$ cat src/rtl/mem_arbiter_if.sv
// Bus bundle between the fetch port, the data port, the memory and the arbiter.
// slave is the arbiter's view; master is the requester/memory environment.
interface mem_arbiter_if #(
    parameter int DATA_WIDTH = 32,
    parameter int ADDR_WIDTH = 32
);
    logic                  if_req;
    logic [ADDR_WIDTH-1:0] if_addr;
    logic [DATA_WIDTH-1:0] if_rdata;
    logic                  if_ready;

    logic                  d_req;
    logic                  d_we;
    logic [ADDR_WIDTH-1:0] d_addr;
    logic [DATA_WIDTH-1:0] d_wdata;
    logic [3:0]            d_be;
    logic [DATA_WIDTH-1:0] d_rdata;
    logic                  d_ready;

    logic                  mem_req;
    logic                  mem_we;
    logic [ADDR_WIDTH-1:0] mem_addr;
    logic [DATA_WIDTH-1:0] mem_wdata;
    logic [3:0]            mem_be;
    logic [DATA_WIDTH-1:0] mem_rdata;
    logic                  mem_rvalid;

    modport slave (
        input  if_req, if_addr, d_req, d_we, d_addr, d_wdata, d_be,
               mem_rdata, mem_rvalid,
        output if_rdata, if_ready, d_rdata, d_ready,
               mem_req, mem_we, mem_addr, mem_wdata, mem_be
    );

    modport master (
        output if_req, if_addr, d_req, d_we, d_addr, d_wdata, d_be,
               mem_rdata, mem_rvalid,
        input  if_rdata, if_ready, d_rdata, d_ready,
               mem_req, mem_we, mem_addr, mem_wdata, mem_be
    );
endinterface

$ cat src/rtl/mem_arbiter.sv
// Two-port (fetch/data) arbiter onto a single-outstanding memory port.
// Round-robin on ties, one transaction per IDLE->ISSUE->WAIT->RESP pass,
// WAIT timeout sets a sticky error and completes the winner with zero data.
module mem_arbiter #(
    parameter int DATA_WIDTH = 32,
    parameter int ADDR_WIDTH = 32,
    parameter int TIMEOUT    = 16
) (
    input  logic          clk,
    input  logic          rst,
    mem_arbiter_if.slave  bus,
    output logic          busy,
    output logic          err
);
    typedef enum logic [1:0] {IDLE, ISSUE, WAIT, RESP} state_t;

    localparam int            CW       = $clog2(TIMEOUT);
    localparam logic [CW-1:0] CNT_LAST = CW'(TIMEOUT - 1);
    localparam logic          GNT_IF   = 1'b0;
    localparam logic          GNT_D    = 1'b1;

    state_t                state_q, state_d;
    logic [CW-1:0]         cnt_q, cnt_d;
    logic                  win_q, win_d;
    logic                  last_q, last_d;
    logic                  mem_req_q, mem_req_d;
    logic                  mem_we_q, mem_we_d;
    logic [ADDR_WIDTH-1:0] mem_addr_q, mem_addr_d;
    logic [DATA_WIDTH-1:0] mem_wdata_q, mem_wdata_d;
    logic [3:0]            mem_be_q, mem_be_d;
    logic [DATA_WIDTH-1:0] if_rdata_q, if_rdata_d;
    logic [DATA_WIDTH-1:0] d_rdata_q, d_rdata_d;
    logic                  if_ready_q, if_ready_d;
    logic                  d_ready_q, d_ready_d;
    logic                  busy_q, busy_d;
    logic                  err_q, err_d;
    logic                  gnt;
    logic                  done;
    logic [DATA_WIDTH-1:0] rd;

    // Next-state and next-output logic; every output is the registered copy of its _d.
    always_comb begin
        state_d     = state_q;
        cnt_d       = cnt_q;
        win_d       = win_q;
        last_d      = last_q;
        mem_req_d   = 1'b0;
        mem_we_d    = mem_we_q;
        mem_addr_d  = mem_addr_q;
        mem_wdata_d = mem_wdata_q;
        mem_be_d    = mem_be_q;
        if_rdata_d  = if_rdata_q;
        d_rdata_d   = d_rdata_q;
        if_ready_d  = 1'b0;
        d_ready_d   = 1'b0;
        err_d       = err_q;
        gnt         = GNT_IF;
        done        = 1'b0;
        rd          = '0;

        unique case (state_q)
            IDLE: begin
                if (bus.if_req || bus.d_req) begin
                    // Data wins if alone, or on a tie when fetch was granted last.
                    gnt       = bus.d_req && (!bus.if_req || last_q == GNT_IF);
                    win_d     = gnt;
                    last_d    = gnt;
                    mem_req_d = 1'b1;
                    state_d   = ISSUE;
                    if (gnt == GNT_D) begin
                        mem_we_d    = bus.d_we;
                        mem_addr_d  = bus.d_addr;
                        mem_wdata_d = bus.d_wdata;
                        mem_be_d    = bus.d_be;
                    end else begin
                        mem_we_d    = 1'b0;
                        mem_addr_d  = bus.if_addr;
                        mem_wdata_d = '0;
                        mem_be_d    = 4'b1111;
                    end
                end
            end
            ISSUE: begin
                state_d = WAIT;
                cnt_d   = '0;
            end
            WAIT: begin
                if (bus.mem_rvalid) begin
                    done = 1'b1;
                    rd   = mem_we_q ? '0 : bus.mem_rdata;
                end else if (cnt_q == CNT_LAST) begin
                    done  = 1'b1;
                    err_d = 1'b1;
                end else begin
                    cnt_d = cnt_q + CW'(1);
                end
                // Ready and rdata are loaded on entry to RESP so they are visible during RESP.
                if (done) begin
                    state_d = RESP;
                    if (win_q == GNT_D) begin
                        d_rdata_d = rd;
                        d_ready_d = 1'b1;
                    end else begin
                        if_rdata_d = rd;
                        if_ready_d = 1'b1;
                    end
                end
            end
            RESP: begin
                // Requests are deliberately not sampled here so a held req is not re-issued.
                state_d = IDLE;
            end
            default: state_d = IDLE;
        endcase

        busy_d = (state_d != IDLE);
    end

    // State and output registers with synchronous reset.
    always_ff @(posedge clk) begin
        if (rst) begin
            state_q     <= IDLE;
            cnt_q       <= '0;
            win_q       <= GNT_IF;
            last_q      <= GNT_IF;
            mem_req_q   <= 1'b0;
            mem_we_q    <= 1'b0;
            mem_addr_q  <= '0;
            mem_wdata_q <= '0;
            mem_be_q    <= '0;
            if_rdata_q  <= '0;
            d_rdata_q   <= '0;
            if_ready_q  <= 1'b0;
            d_ready_q   <= 1'b0;
            busy_q      <= 1'b0;
            err_q       <= 1'b0;
        end else begin
            state_q     <= state_d;
            cnt_q       <= cnt_d;
            win_q       <= win_d;
            last_q      <= last_d;
            mem_req_q   <= mem_req_d;
            mem_we_q    <= mem_we_d;
            mem_addr_q  <= mem_addr_d;
            mem_wdata_q <= mem_wdata_d;
            mem_be_q    <= mem_be_d;
            if_rdata_q  <= if_rdata_d;
            d_rdata_q   <= d_rdata_d;
            if_ready_q  <= if_ready_d;
            d_ready_q   <= d_ready_d;
            busy_q      <= busy_d;
            err_q       <= err_d;
        end
    end

    assign bus.mem_req   = mem_req_q;
    assign bus.mem_we    = mem_we_q;
    assign bus.mem_addr  = mem_addr_q;
    assign bus.mem_wdata = mem_wdata_q;
    assign bus.mem_be    = mem_be_q;
    assign bus.if_rdata  = if_rdata_q;
    assign bus.if_ready  = if_ready_q;
    assign bus.d_rdata   = d_rdata_q;
    assign bus.d_ready   = d_ready_q;
    assign busy          = busy_q;
    assign err           = err_q;
endmodule

$ cat src/flat_wrapper.sv
// flat-port wrapper written by rule: the top's interface ports become plain ports
module mem_arbiter_flat 
#(
    parameter int DATA_WIDTH = 32,
    parameter int ADDR_WIDTH = 32,
    parameter int TIMEOUT    = 16
)
  (clk, rst, busy, err, bus_if_req, bus_if_addr, bus_d_req, bus_d_we, bus_d_addr, bus_d_wdata, bus_d_be, bus_mem_rdata, bus_mem_rvalid, bus_if_rdata, bus_if_ready, bus_d_rdata, bus_d_ready, bus_mem_req, bus_mem_we, bus_mem_addr, bus_mem_wdata, bus_mem_be);
  mem_arbiter_if #(.DATA_WIDTH(DATA_WIDTH), .ADDR_WIDTH(ADDR_WIDTH)) bus_i ();
  input  logic clk;
  input  logic rst;
  output logic busy;
  output logic err;
  input wire logic [$bits(bus_i.if_req)-1:0] bus_if_req;
  input wire logic [$bits(bus_i.if_addr)-1:0] bus_if_addr;
  input wire logic [$bits(bus_i.d_req)-1:0] bus_d_req;
  input wire logic [$bits(bus_i.d_we)-1:0] bus_d_we;
  input wire logic [$bits(bus_i.d_addr)-1:0] bus_d_addr;
  input wire logic [$bits(bus_i.d_wdata)-1:0] bus_d_wdata;
  input wire logic [$bits(bus_i.d_be)-1:0] bus_d_be;
  input wire logic [$bits(bus_i.mem_rdata)-1:0] bus_mem_rdata;
  input wire logic [$bits(bus_i.mem_rvalid)-1:0] bus_mem_rvalid;
  output wire logic [$bits(bus_i.if_rdata)-1:0] bus_if_rdata;
  output wire logic [$bits(bus_i.if_ready)-1:0] bus_if_ready;
  output wire logic [$bits(bus_i.d_rdata)-1:0] bus_d_rdata;
  output wire logic [$bits(bus_i.d_ready)-1:0] bus_d_ready;
  output wire logic [$bits(bus_i.mem_req)-1:0] bus_mem_req;
  output wire logic [$bits(bus_i.mem_we)-1:0] bus_mem_we;
  output wire logic [$bits(bus_i.mem_addr)-1:0] bus_mem_addr;
  output wire logic [$bits(bus_i.mem_wdata)-1:0] bus_mem_wdata;
  output wire logic [$bits(bus_i.mem_be)-1:0] bus_mem_be;
  assign bus_i.if_req = bus_if_req;
  assign bus_i.if_addr = bus_if_addr;
  assign bus_i.d_req = bus_d_req;
  assign bus_i.d_we = bus_d_we;
  assign bus_i.d_addr = bus_d_addr;
  assign bus_i.d_wdata = bus_d_wdata;
  assign bus_i.d_be = bus_d_be;
  assign bus_i.mem_rdata = bus_mem_rdata;
  assign bus_i.mem_rvalid = bus_mem_rvalid;
  assign bus_if_rdata = bus_i.if_rdata;
  assign bus_if_ready = bus_i.if_ready;
  assign bus_d_rdata = bus_i.d_rdata;
  assign bus_d_ready = bus_i.d_ready;
  assign bus_mem_req = bus_i.mem_req;
  assign bus_mem_we = bus_i.mem_we;
  assign bus_mem_addr = bus_i.mem_addr;
  assign bus_mem_wdata = bus_i.mem_wdata;
  assign bus_mem_be = bus_i.mem_be;
  mem_arbiter #(.DATA_WIDTH(DATA_WIDTH), .ADDR_WIDTH(ADDR_WIDTH), .TIMEOUT(TIMEOUT)) u_core (.clk(clk), .rst(rst), .bus(bus_i), .busy(busy), .err(err));
endmodule
$ cat config.mk
export PLATFORM = sky130hd
export DESIGN_NAME = mem_arbiter_flat
export DESIGN_NICKNAME = d
export VERILOG_FILES = /design/src/rtl/mem_arbiter_if.sv /design/src/rtl/mem_arbiter.sv /design/src/flat_wrapper.sv
export SDC_FILE = /design/constraint.sdc
export NUM_CORES = 1
export LEC_CHECK = 0
export BUFFER_PORTS_ARGS = -buffer_cell sky130_fd_sc_hd__buf_2
export CAP_MARGIN = 20
export CORE_AREA = 2 2 108 110
export CTS_BUF_LIST = sky130_fd_sc_hd__clkbuf_8
export DETAILED_ROUTE_END_ITERATION = 10
export DIE_AREA = 0 0 110 112
export PLACE_DENSITY_LB_ADDON = 0.08
export SLEW_MARGIN = 30
export SYNTH_ARGS = -nofsm -noshare
export SYNTH_HDL_FRONTEND = slang
export SYNTH_SLANG_ARGS = --single-unit
export TNS_END_PERCENT = 50
$ cat constraint.sdc
create_clock -name clk -period 2.5 [get_ports clk]
set_input_delay 0.5 -clock clk [delete_from_list [all_inputs] [get_ports clk]]
set_output_delay 0.5 -clock clk [all_outputs]
set_load 0.01 [all_outputs]
; Word level (Yosys, flattened, before mapping)
; Cells that the tools add are included.
[word_totals]
out_inout_bits = 138
wordCells = 58
reg_bits = 145
input_bits = 138
[op_classes]
n_addsub = 1
bitwise_logic = 5
reduce_logical = 14
n_eq_ne = 6
muxes = 18
[ops]
columns = operator, n
row1 = $mux W32, 4
row2 = $mux W4, 3
row3 = $reduce_and A3 Y1, 4
row4 = $pmux W2 S4, 1
row5 = $pmux W4 S2, 1
row6 = $mux W1, 7
row7 = $not A1 Y1, 5
row8 = $add A4 B1 Y4 const B, 1
row9 = $eq A2 B2 Y1 const B, 2
row10 = $eq A4 B4 Y1 const B, 1
row11 = $mux W2, 2
row12 = $ne A2 B2 Y1 const B, 2
row13 = $reduce_bool A2 Y1, 2
row14 = $reduce_or A3 Y1, 1
row15 = $eq A2 B1 Y1 const B, 1
row16 = $logic_not A2 Y1, 1
row17 = $logic_or A1 B1 Y1, 2
row18 = $reduce_and A2 Y1, 1
row19 = $reduce_or A2 Y1, 1
row20 = $logic_and A1 B1 Y1, 1
row21 = $logic_not A1 Y1, 1

; Logic depth before layout (Yosys ltp)
; Gate-level depths: netlist of the first run.
[logic_depth]
word_depth = 7
ltp_mapped = 7
depth_no_buf = 5

; Worst setup path after synthesis of the first run
; OpenSTA, ideal clock, no wires.
[synth_path]
path_kind = reg2reg
startpoint = register u_core.state_q[0]
endpoint = register u_core.if_rdata_q[0] (netlist: u_core.bus.if_rdata[0])
path_stages_with_launch = 8
path_slack_ps = 1042
period_less_slack_ps = 1458
required_ps = 2383
arrival_time_ps = 1341
setup_time_ps = 117
n_path_buf = 2
cell_sequence = dfxtp_1 inv_1 ha_1 buf_4 nand4bb_2 nor2_1 buf_2 a22o_1
[synth_between]
elab_chain_len = 2
[synth_rtl]
columns = item, line
row1 = from (decl), mem_arbiter.sv:22  ; state_t state_q, state_d;
row2 = from (signal assigned), mem_arbiter.sv:138  ; state_q <= state_d;
row3 = $eq A2 B2 Y1, mem_arbiter.sv:61  ; unique case (state_q)
row4 = $reduce_and A3 Y1 (no source line), --
row5 = to (signal assigned), mem_arbiter.sv:147  ; if_rdata_q <= if_rdata_d;
row6 = to (decl), mem_arbiter.sv:31  ; logic [DATA_WIDTH-1:0] if_rdata_q, if_rdata_d;
; Every way passes these cells.
; A chain may end at the register's enable or synchronous reset.

; Final worst setup path of the first run
[layout_path]
startpoint = register u_core.state_q[0]
endpoint = register u_core.mem_addr_q[15] (netlist: u_core.bus.mem_addr[15])
[layout_between]
elab_chain_len = 2
[layout_rtl]
columns = item, line
row1 = $logic_not A2 Y1, mem_arbiter.sv:61
row2 = $reduce_and A2 Y1 (no source line), --
row3 = to (signal assigned), mem_arbiter.sv:144  ; mem_addr_q <= mem_addr_d;
row4 = to (decl), mem_arbiter.sv:28  ; logic [ADDR_WIDTH-1:0] mem_addr_q, mem_addr_d;
; Every way passes these cells.

==> reports/metrics.cfg, run 1 <==
[status]
outcome = completed

[setup_path]
slowest_stage = dfxtp_1
cp_num_buf_inv = 3
crit_family = compound AO/OA/AOI/OAI gates
cp-end-kind = flip-flop
r2r_setup_slack_ps = 650
path_max_fanout = 57
path_class = flip-flop to flip-flop
cp.required_ps = 2840
cp.arrival_ps = 2190
critical_path.max_stage_delay_ps = 350
r2r_end = u_core.bus.mem_addr[15]$_SDFFE_PP0P_
start_kind = flip-flop
ff2ff_path_depth = 7
worstReg2RegStart = u_core.state_q[0]$_SDFF_PP0_
path_cells = inv_1 > ha_1 > buf_4 > o21a_2 > buf_12 > o21ai_0 > a31oi_1

[cells_and_area]
drive_gt1_frac = 0.425
area_growth_pct = 35.0
diodes = 0
fin_area_mm2 = 0.00701
final_cell_mix = buf_2, dfxtp_1, nand2_1, a22o_1, nor2_1
final_nets = 913
finalNonFillerCells = 925
final_common_cell = buf_2

[die]
core-area_mm2 = 0.0112
dieHeight_um = 112
rows = 39
die_x_um = 110
start_util = 0.464
die-area_mm2 = 0.0123
io_pins = 276

[detailed_routing]
antenna_left = 0
vias = 4881
wirelength_um = 14400
via_per_inst = 5.28
first_pass_iters = 5
wl_per_cell_um = 15.6
drt_iter0_drc = 337
drc_errors = 0

[sta]
max_freq_ghz = 0.541
setup_tns_ps = 0
hold_violations = 0
skew_ps = 16.0
maxSlewViolCount = 0
period_minus_slack_ps = 1850
tightestPinTransition_ps = 626
slew_headroom = 0.583
rsz0062_at_grt = false
finalSetupViolations = 0
fin_ws_ps = 651
min_period_over_period = 0.740

[logic_synthesis]
synth_seq_cells = 145
synth.cell_area_mm2 = 0.00519
syn_nets = 653
netlist_instances = 510
yosysWarnings = 0
ys_seq_area_frac = 0.559
synth_cell_types = 38
avgSynthCellArea_um2 = 10.2

[place]
numPortBuffers = 275
dp.cells = 894
dp_hpwl_um = 9980
pre_cts_ws_ps = 691
place_area_mm2 = 0.00660
routabilityCongestion = 0.811

[flow_run]
maxCapViolCount = 0

[power_and_ir_drop]
p_leak_nw = 3.41
peakVddDrop_v = 0.000506
cellPowerDensity_mw_per_mm2 = 976
p_total_mw = 6.84

[clock_tree]
path_clk_slew_ps = 90
h-tree-depth = 4
cts_tree = built
cts-resized-gates = 0
cts_setup_buffers = 0
cts-root-buf = clkbuf_8
holdBufCountCts = 0
cts_max_path_buffers = 2
cts_buffers = 17
clk_latency_ps = 420
clock-sinks = 145

[hold_path]
holdPathStages = 2
hold_path.startpoint = bus_mem_rdata[9]
hold_path_class = primary input to flip-flop
min_to = u_core.bus.if_rdata[9]$_SDFFE_PP0P_

[global_route]
grt.total_usage = 0.231
grt.overflow.total = 0
antenna_found_initial = 0
grt_pass1_vias = 4760
grt_pass1_wl_um = 22800
grt_max_degree = 58

## cells in the mapped netlist, drive strengths merged
master | n | area (um2)
nand3b | 1 | 7.51
nor2b | 2 | 12.5
ha | 5 | 62.6
o21ai | 33 | 169
o21a | 1 | 8.76
clkbuf | 14 | 52.6
and3 | 3 | 18.8
a31oi | 34 | 243
a32oi | 33 | 289
nor3 | 3 | 15.0
a21oi | 5 | 25.0
or4 | 1 | 7.51
nand2 | 69 | 259
o211ai | 3 | 22.5
nand4bb | 1 | 16.3
nor4 | 1 | 6.26
nor4b | 1 | 8.76
nand3 | 2 | 10.0
a21boi | 1 | 11.3
buf | 32 | 208
nor2 | 39 | 149
dfxtp | 145 | 2900
nand2b | 3 | 18.8
o311ai | 1 | 8.76
o221a | 4 | 45.0
a21bo | 1 | 10.0
a31o | 1 | 8.76
a22o | 64 | 561
inv | 5 | 18.8
or3 | 1 | 6.26
o41ai | 1 | 8.76
## through the flow
| stage | utilization | hold slack, ps |
|---|---|---|
| floorplan | - | 486 |
| global placement | 0.590 | 451 |
| detailed placement | 0.590 | 453 |
| CTS | 0.627 | 274 |
| global route | 0.627 | 277 |
| finish | 0.627 | 309 |
## state kept, by name, summed over array words and instances, names as in the netlist
signal                flops
u_core.bus.mem_be         4
u_core.last_q             1
u_core.bus.d_ready        1
u_core.cnt_q              4
u_core.bus.if_rdata      32
u_core.bus.mem_addr      32
u_core.err                1
u_core.bus.if_ready       1
u_core.bus.mem_we         1
u_core.bus.mem_wdata     32
u_core.bus.d_rdata       32
u_core.state_q            2
u_core.bus.mem_req        1
u_core.busy               1
## logic make-up after synthesis
| kind of cell | synth area share |
|---|---|
| buffers and inverters | 0.0538 |
| AO/OA/AOI/OAI | 0.272 |
| AND/OR/NAND/NOR | 0.103 |
| flip-flops | 0.559 |
| adder cells (fa/ha/maj) | 0.0121 |
## report_power, final
group	internal, mW	switching [mW]	total [mW]
clock	1.01	0.873	1.88
combinational	0.805	1.22	2.02
sequential	2.72	0.212	2.93
total	4.53	2.30	6.84
## cell type report
cell class	instances	area (um2)
clock buffers	18	248
clock inverters	13	160
fillers	971	4170
inverters	5	18.8
multi-input cells	314	2020
flip-flops and latches	145	2900
well taps	143	179
repair buffers	287	1480
## worst max-delay path by stage
stage                            startpoint                                   end  slack, ps  cells past startpoint
3_3_place_gp   u_core.state_q[0]$_SDFF_PP0_  u_core.bus.mem_addr[19]$_SDFFE_PP0P_        800                      7
5_1_grt        u_core.state_q[0]$_SDFF_PP0_  u_core.bus.mem_addr[15]$_SDFFE_PP0P_        510                      7
3_5_place_dp   u_core.state_q[0]$_SDFF_PP0_  u_core.bus.mem_addr[15]$_SDFFE_PP0P_        690                      7
6_report       u_core.state_q[0]$_SDFF_PP0_  u_core.bus.mem_addr[15]$_SDFFE_PP0P_        650                      7
2_1_floorplan  u_core.state_q[0]$_SDFF_PP0_   u_core.bus.if_rdata[0]$_SDFFE_PP0P_       1040                      7
4_1_cts        u_core.state_q[0]$_SDFF_PP0_  u_core.bus.mem_addr[15]$_SDFFE_PP0P_        680                      7
## layer usage
metal,share of wire,routed length (um),vias to the layer above,GRT usage
met5,0,0,-,0
li1,-,-,2403,-
met3,0.088,1270,18,0.0861
met2,0.48,6970,200,0.370
met1,0.41,5940,2260,0.282
met4,0.017,238,0,0.0852
No activity file was read; power rests on OpenSTA's default activity.
==> run 2, diff against run 1 <==
--- a/config.mk
+++ b/config.mk
@@ -7,10 +7,10 @@
 export LEC_CHECK = 0
 export BUFFER_PORTS_ARGS = -buffer_cell sky130_fd_sc_hd__buf_2
 export CAP_MARGIN = 20
-export CORE_AREA = 2 2 108 110
+export CORE_MARGIN = 1
+export CORE_UTILIZATION = 42
 export CTS_BUF_LIST = sky130_fd_sc_hd__clkbuf_8
 export DETAILED_ROUTE_END_ITERATION = 10
-export DIE_AREA = 0 0 110 112
 export PLACE_DENSITY_LB_ADDON = 0.08
 export SLEW_MARGIN = 30
 export SYNTH_ARGS = -nofsm -noshare
==> constraint.sdc (replaced) <==
create_clock -name clk -period 1.7 [get_ports clk]
set_input_delay 0.34 -clock clk [delete_from_list [all_inputs] [get_ports clk]]
set_output_delay 0.34 -clock clk [all_outputs]
set_load 0.01 [all_outputs]
==> run 2 against run 1 <==
First-iteration DRC count increased by 55%; fmax increased by 18%; final cell count increased by 0.86%; register-to-register slack got worse by 520 ps; wire length decreased by 0.51%; global-route usage decreased by 0.83 points; critical path depth decreased by 2; worst setup slack got worse by 520 ps.
==> reports/metrics.cfg, run 2 (synthesis results as in run 1) <==
[clock_tree]
cts-root-buf = clkbuf_8
holdBufCountCts = 0
cts_max_path_buffers = 2
clock-sinks = 145
h-tree-depth = 4
clk_latency_ps = 430
path_clk_slew_ps = 70
cts_setup_buffers = 0
cts-resized-gates = 0
cts_tree = built
cts_buffers = 17

[sta]
slew_headroom = 0.717
rsz0062_at_grt = false
period_minus_slack_ps = 1570
hold_ws_ps = 141
skew_ps = 5.63
hold_violations = 0
setup_tns_ps = 0
min_period_over_period = 0.924
max_freq_ghz = 0.637
maxSlewViolCount = 0
tightestPinTransition_ps = 418
finalSetupViolations = 0

[cells_and_area]
fillers = 1093
drive_gt1_frac = 0.424
final_cell_mix = buf_2, dfxtp_1, nand2_1, a22o_1, nor2_1
final_nets = 918
area_growth_pct = 36.3
finalNonFillerCells = 933
final_util = 0.589
final_common_cell = buf_2
diodes = 0

[flow_run]
maxCapViolCount = 0

[setup_path]
cp.arrival_ps = 1940
cp_num_buf_inv = 1
r2r_setup_slack_ps = 130
ff2ff_path_depth = 5
critical_path.max_stage_delay_ps = 500
critPathLaunch = u_core.state_q[0]$_SDFF_PP0_
slowest_stage = or4_1
worstReg2RegStart = u_core.state_q[0]$_SDFF_PP0_
cp-end-kind = flip-flop
start_kind = flip-flop
cp.required_ps = 2070
crit_cells = 5
crit_family = simple AND/OR/NAND/NOR gates
r2r_end = u_core.cnt_q[3]$_SDFFE_PP0P_
setup.worst_path.end = u_core.cnt_q[3]$_SDFFE_PP0P_
path_class = flip-flop to flip-flop
path_cells = inv_1 > ha_1 > nand2b_1 > or4_1 > nand3_1
path_max_fanout = 7

[power_and_ir_drop]
p_leak_nw = 3.46
peakVddDrop_v = 0.000733
cellPowerDensity_mw_per_mm2 = 1380

[place]
numPortBuffers = 275
dp.cells = 903
dp_hpwl_um = 10100
routabilityCongestion = 0.797

[detailed_routing]
via_per_inst = 5.32
antenna_left = 0
first_pass_iters = 5
wl_per_cell_um = 15.4
wirelength_um = 14300
drc_errors = 0
drt_iter0_drc = 521
vias = 4962

[die]
die-area_mm2 = 0.0128
io_pins = 276
core-area_mm2 = 0.0120
start_util = 0.432
dieHeight_um = 113
die_x_um = 113
rows = 40

[global_route]
antenna_found_initial = 0
grt_pass1_vias = 4643
grt.overflow.total = 0
gr-usage-met3 = 0.0712
grt-busiest-layer = met2
grt_pass1_wl_um = 22600
grt.total_usage = 0.223
grt_util_met2 = 0.370
grt_max_degree = 69
met1_usage = 0.266

[hold_path]
hold_path_class = primary input to flip-flop
hold_path.startpoint = bus_mem_rdata[1]

[status]
outcome = completed

==> run 2: how the worst min path moves through the flow <==
| stage | end | slack [ps] | cells past startpoint |
|---|---|---|---|
| finish | u_core.bus.d_rdata[1]$_SDFFE_PP0P_ | 140 | 2 |
| global route | u_core.bus.if_rdata[2]$_SDFFE_PP0P_ | 110 | 2 |
| CTS | u_core.bus.d_rdata[27]$_SDFFE_PP0P_ | 100 | 2 |
| detailed placement | u_core.bus.if_rdata[18]$_SDFFE_PP0P_ | 450 | 1 |
| global placement | u_core.bus.d_rdata[21]$_SDFFE_PP0P_ | 450 | 1 |
| floorplan | u_core.bus.d_rdata[0]$_SDFFE_PP0P_ | 470 | 1 |
==> run 2: metrics by stage <==
step	setup WS (ps)	cell area, um2	total power, mW
2_1_floorplan	242	5190	6.23
3_3_place_gp	214	6730	7.36
3_5_place_dp	152	6730	7.45
4_1_cts	128	7080	9.86
5_1_grt	16.2	7080	10.4
6_report	129	7080	9.76
==> run 2: final cells by class <==
type	count	area [um2]	area share
Tap cell	147	184	0.0260
Timing Repair Buffer	292	1600	0.227
Multi-Input combinational cell	314	2020	0.285
Clock inverter	10	72.6	0.0103
Sequential cell	145	2900	0.410
Inverter	5	18.8	0.00265
Clock buffer	20	275	0.0389
==> run 2: routing by layer <==
| metal | vias to the layer above | share of wire |
|---|---|---|
| li1 | 2408 | - |
| met1 | 2331 | 0.42 |
| met2 | 203 | 0.49 |
| met3 | 20 | 0.077 |
| met4 | 0 | 0.020 |
| met5 | - | 0 |
==> run 2: report_power, final <==
group          switching [mW]  internal, mW  total [mW]
Clock                    1.16          1.22        2.38
Sequential              0.312          4.00        4.31
Combinational            1.80          1.26        3.06
==> run 3, diff against run 2 <==
--- a/config.mk
+++ b/config.mk
@@ -5,10 +5,11 @@
 export SDC_FILE = /design/constraint.sdc
 export NUM_CORES = 1
 export LEC_CHECK = 0
+export ABC_AREA = 1
 export BUFFER_PORTS_ARGS = -buffer_cell sky130_fd_sc_hd__buf_2
 export CAP_MARGIN = 20
 export CORE_MARGIN = 1
-export CORE_UTILIZATION = 42
+export CORE_UTILIZATION = 44
 export CTS_BUF_LIST = sky130_fd_sc_hd__clkbuf_8
 export DETAILED_ROUTE_END_ITERATION = 10
 export PLACE_DENSITY_LB_ADDON = 0.08
==> run 3 against run 2 <==
Synthesized cell count grew 70%; clock skew grew 5.3 ps; count of clock-buffer cells in the layout shrank 2; cell area grew 14%; critical path type unchanged; critical endpoint is now u_core.bus.if_rdata[31]$_SDFFE_PP0P_.
==> reports/metrics.cfg, run 3 <==
[logic_synthesis]
synth.cell_area_mm2 = 0.00606
synth_seq_cells = 145
synth_most_common_cell = nand2_1
yosysWarnings = 0
async_reset_ff_frac = 0
ys_seq_area_frac = 0.479
synth_edf_count = 0
yosys.area.top_type = dfxtp_1
avgSynthCellArea_um2 = 6.97
syn_nets = 1012
synth_cell_types = 22
netlist_instances = 869
synth_area_leaders = dfxtp_1, nand2_1, nor2_1
yosysTopAreaCellShare = 0.479
dominantRegCellSynth = dfxtp_1
synth_commonest_cells = nand2_1, nor2_1, dfxtp_1, inv_1, a21oi_1

[cells_and_area]
multi_input_area_mm2 = 0.00253
fillers = 1329
drive_gt1_frac = 0.301
final_nets = 1272
finalNonFillerCells = 1318
final_common_cell = buf_2
final_util = 0.606
diodes = 0
final_cell_mix = buf_2, nand2_1, nor2_1, dfxtp_1, inv_1
area_growth_pct = 33.6
regArea_mm2 = 0.00290

[power_and_ir_drop]
cellPowerDensity_mw_per_mm2 = 1420
peakVddDrop_v = 0.000799
p_leak_nw = 4.31

[detailed_routing]
highest_layer = met4
wirelength_um = 16400
wl_per_cell_um = 12.5
via_per_inst = 4.64
vias = 6119
drt-met1-wl_um = 7080
antenna_left = 0
first_pass_iters = 4
met3_wirelength_um = 1100
drt_iter0_drc = 285
routed-wl-met2_um = 7840
drc_errors = 0

[clock_tree]
cts_buffers = 17
clock-sinks = 145
cts-root-buf = clkbuf_8
holdBufCountCts = 0
h-tree-depth = 4
cts_tree = built
path_clk_slew_ps = 80
clk_latency_ps = 450
cts_max_path_buffers = 2

[sta]
period_minus_slack_ps = 1550
min_period_over_period = 0.914
fin_ws_ps = 146
finalSetupViolations = 0
setup_tns_ps = 0
max_freq_ghz = 0.644
hold_violations = 0
slew_headroom = 0.733
maxSlewViolCount = 0
hold_ws_ps = 96.7
rsz0062_at_grt = true
tightestPinTransition_ps = 401
skew_ps = 10.9

[setup_path]
worstReg2RegStart = u_core.cnt_q[1]$_SDFFE_PP0P_
path_max_fanout = 28
cp_num_buf_inv = 1
path_class = flip-flop to flip-flop
cp.arrival_ps = 1900
r2r_setup_slack_ps = 150
cp-end-kind = flip-flop
path_cells = ha_2 > nand3_2 > nand2_4 > nand2_2 > buf_4 > o21ai_0 > nor2_1
r2r_end = u_core.bus.if_rdata[31]$_SDFFE_PP0P_
ff2ff_path_depth = 7
start_kind = flip-flop
cp.required_ps = 2040
crit_family = simple AND/OR/NAND/NOR gates
slowest_stage = dfxtp_1
critical_path.max_stage_delay_ps = 380

[place]
pre_cts_ws_ps = 145
dp.cells = 1286
dp_hpwl_um = 11400
routabilityCongestion = 0.829
numPortBuffers = 275

[global_route]
grt_max_degree = 60
grt.total_usage = 0.232
grt_pass1_wl_um = 26500
grt_pass1_vias = 5654
grt.overflow.total = 0
antenna_found_initial = 0

[die]
die_x_um = 119
die-area_mm2 = 0.0142
io_pins = 276
dieHeight_um = 119
core-area_mm2 = 0.0133
rows = 42
start_util = 0.454

[hold_path]
min_to = u_core.bus.mem_be[2]$_SDFFE_PP0P_
hold_path.startpoint = bus_d_be[2]
hold_path_class = primary input to flip-flop
holdPathStages = 3

[flow_run]
maxCapViolCount = 0

[status]
outcome = completed

run 3: logic make-up (layout without fill, tap and decap cells):
family          after synthesis  in the layout  share of synthesized area
compound gates              135            135                      0.112
fa+ha+maj                     5              5                     0.0103
buf+inv                     140            413                      0.103
flops                       145            145                      0.479
simple gates                444            444                      0.296
run 3: report_power, final:
part	switching (mW)	internal (mW)	total (mW)
Clock	1.34	2.08	3.42
Sequential	0.330	4.10	4.43
Combinational	2.23	1.42	3.65
run 3: layout make-up:
type,count,area share
clock inverters,14,0.0322
repair buffers,296,0.199
multi-input cells,584,0.313
flip-flops and latches,145,0.359
inverters,85,0.0397
well taps,176,0.0272
clock buffers,18,0.0306
run 3: per-layer routing:
| layer | vias up | GRT usage |
|---|---|---|
| met5 | - | 0 |
| met2 | 200 | 0.393 |
| met4 | 0 | 0.0906 |
| met3 | 32 | 0.0714 |
| li1 | 3216 | - |
| met1 | 2671 | 0.274 |
run 3: how the worst max path moves through the flow:
stage	endpoint	start	slack (ps)	cells past startpoint
finish	u_core.bus.if_rdata[31]$_SDFFE_PP0P_	u_core.cnt_q[1]$_SDFFE_PP0P_	150	7
global route	u_core.bus.if_rdata[25]$_SDFFE_PP0P_	u_core.cnt_q[1]$_SDFFE_PP0P_	-40	8
CTS	u_core.bus.if_rdata[1]$_SDFFE_PP0P_	u_core.cnt_q[1]$_SDFFE_PP0P_	130	8
detailed placement	u_core.bus.if_rdata[1]$_SDFFE_PP0P_	u_core.cnt_q[1]$_SDFFE_PP0P_	140	8
global placement	u_core.bus.if_rdata[24]$_SDFFE_PP0P_	u_core.cnt_q[1]$_SDFFE_PP0P_	190	8
floorplan	u_core.bus.d_rdata[21]$_SDFFE_PP0P_	u_core.cnt_q[0]$_SDFFE_PP0P_	290	8
run 3: what timing repair did:
item                                    in CTS  in global routing
endpoints found under the setup margin       0                 22
gates resized for setup                      0                  5
setup buffers                                0                  0
run 3: worst register-to-register path, cell delays in order, from the launching register on:
cell and delay [ps]:
dfxtp_1 380, ha_2 220, nand3_2 140, nand2_4 140
nand2_2 90, buf_4 240, o21ai_0 200, nor2_1 50
run 3: metrics by stage:
step           instance area [um2]  power [mW]
2_1_floorplan                 6060        6.84
3_3_place_gp                  7580        8.15
3_5_place_dp                  7580        8.17
4_1_cts                       8090        11.6
5_1_grt                       8090        12.3
6_report                      8090        11.5
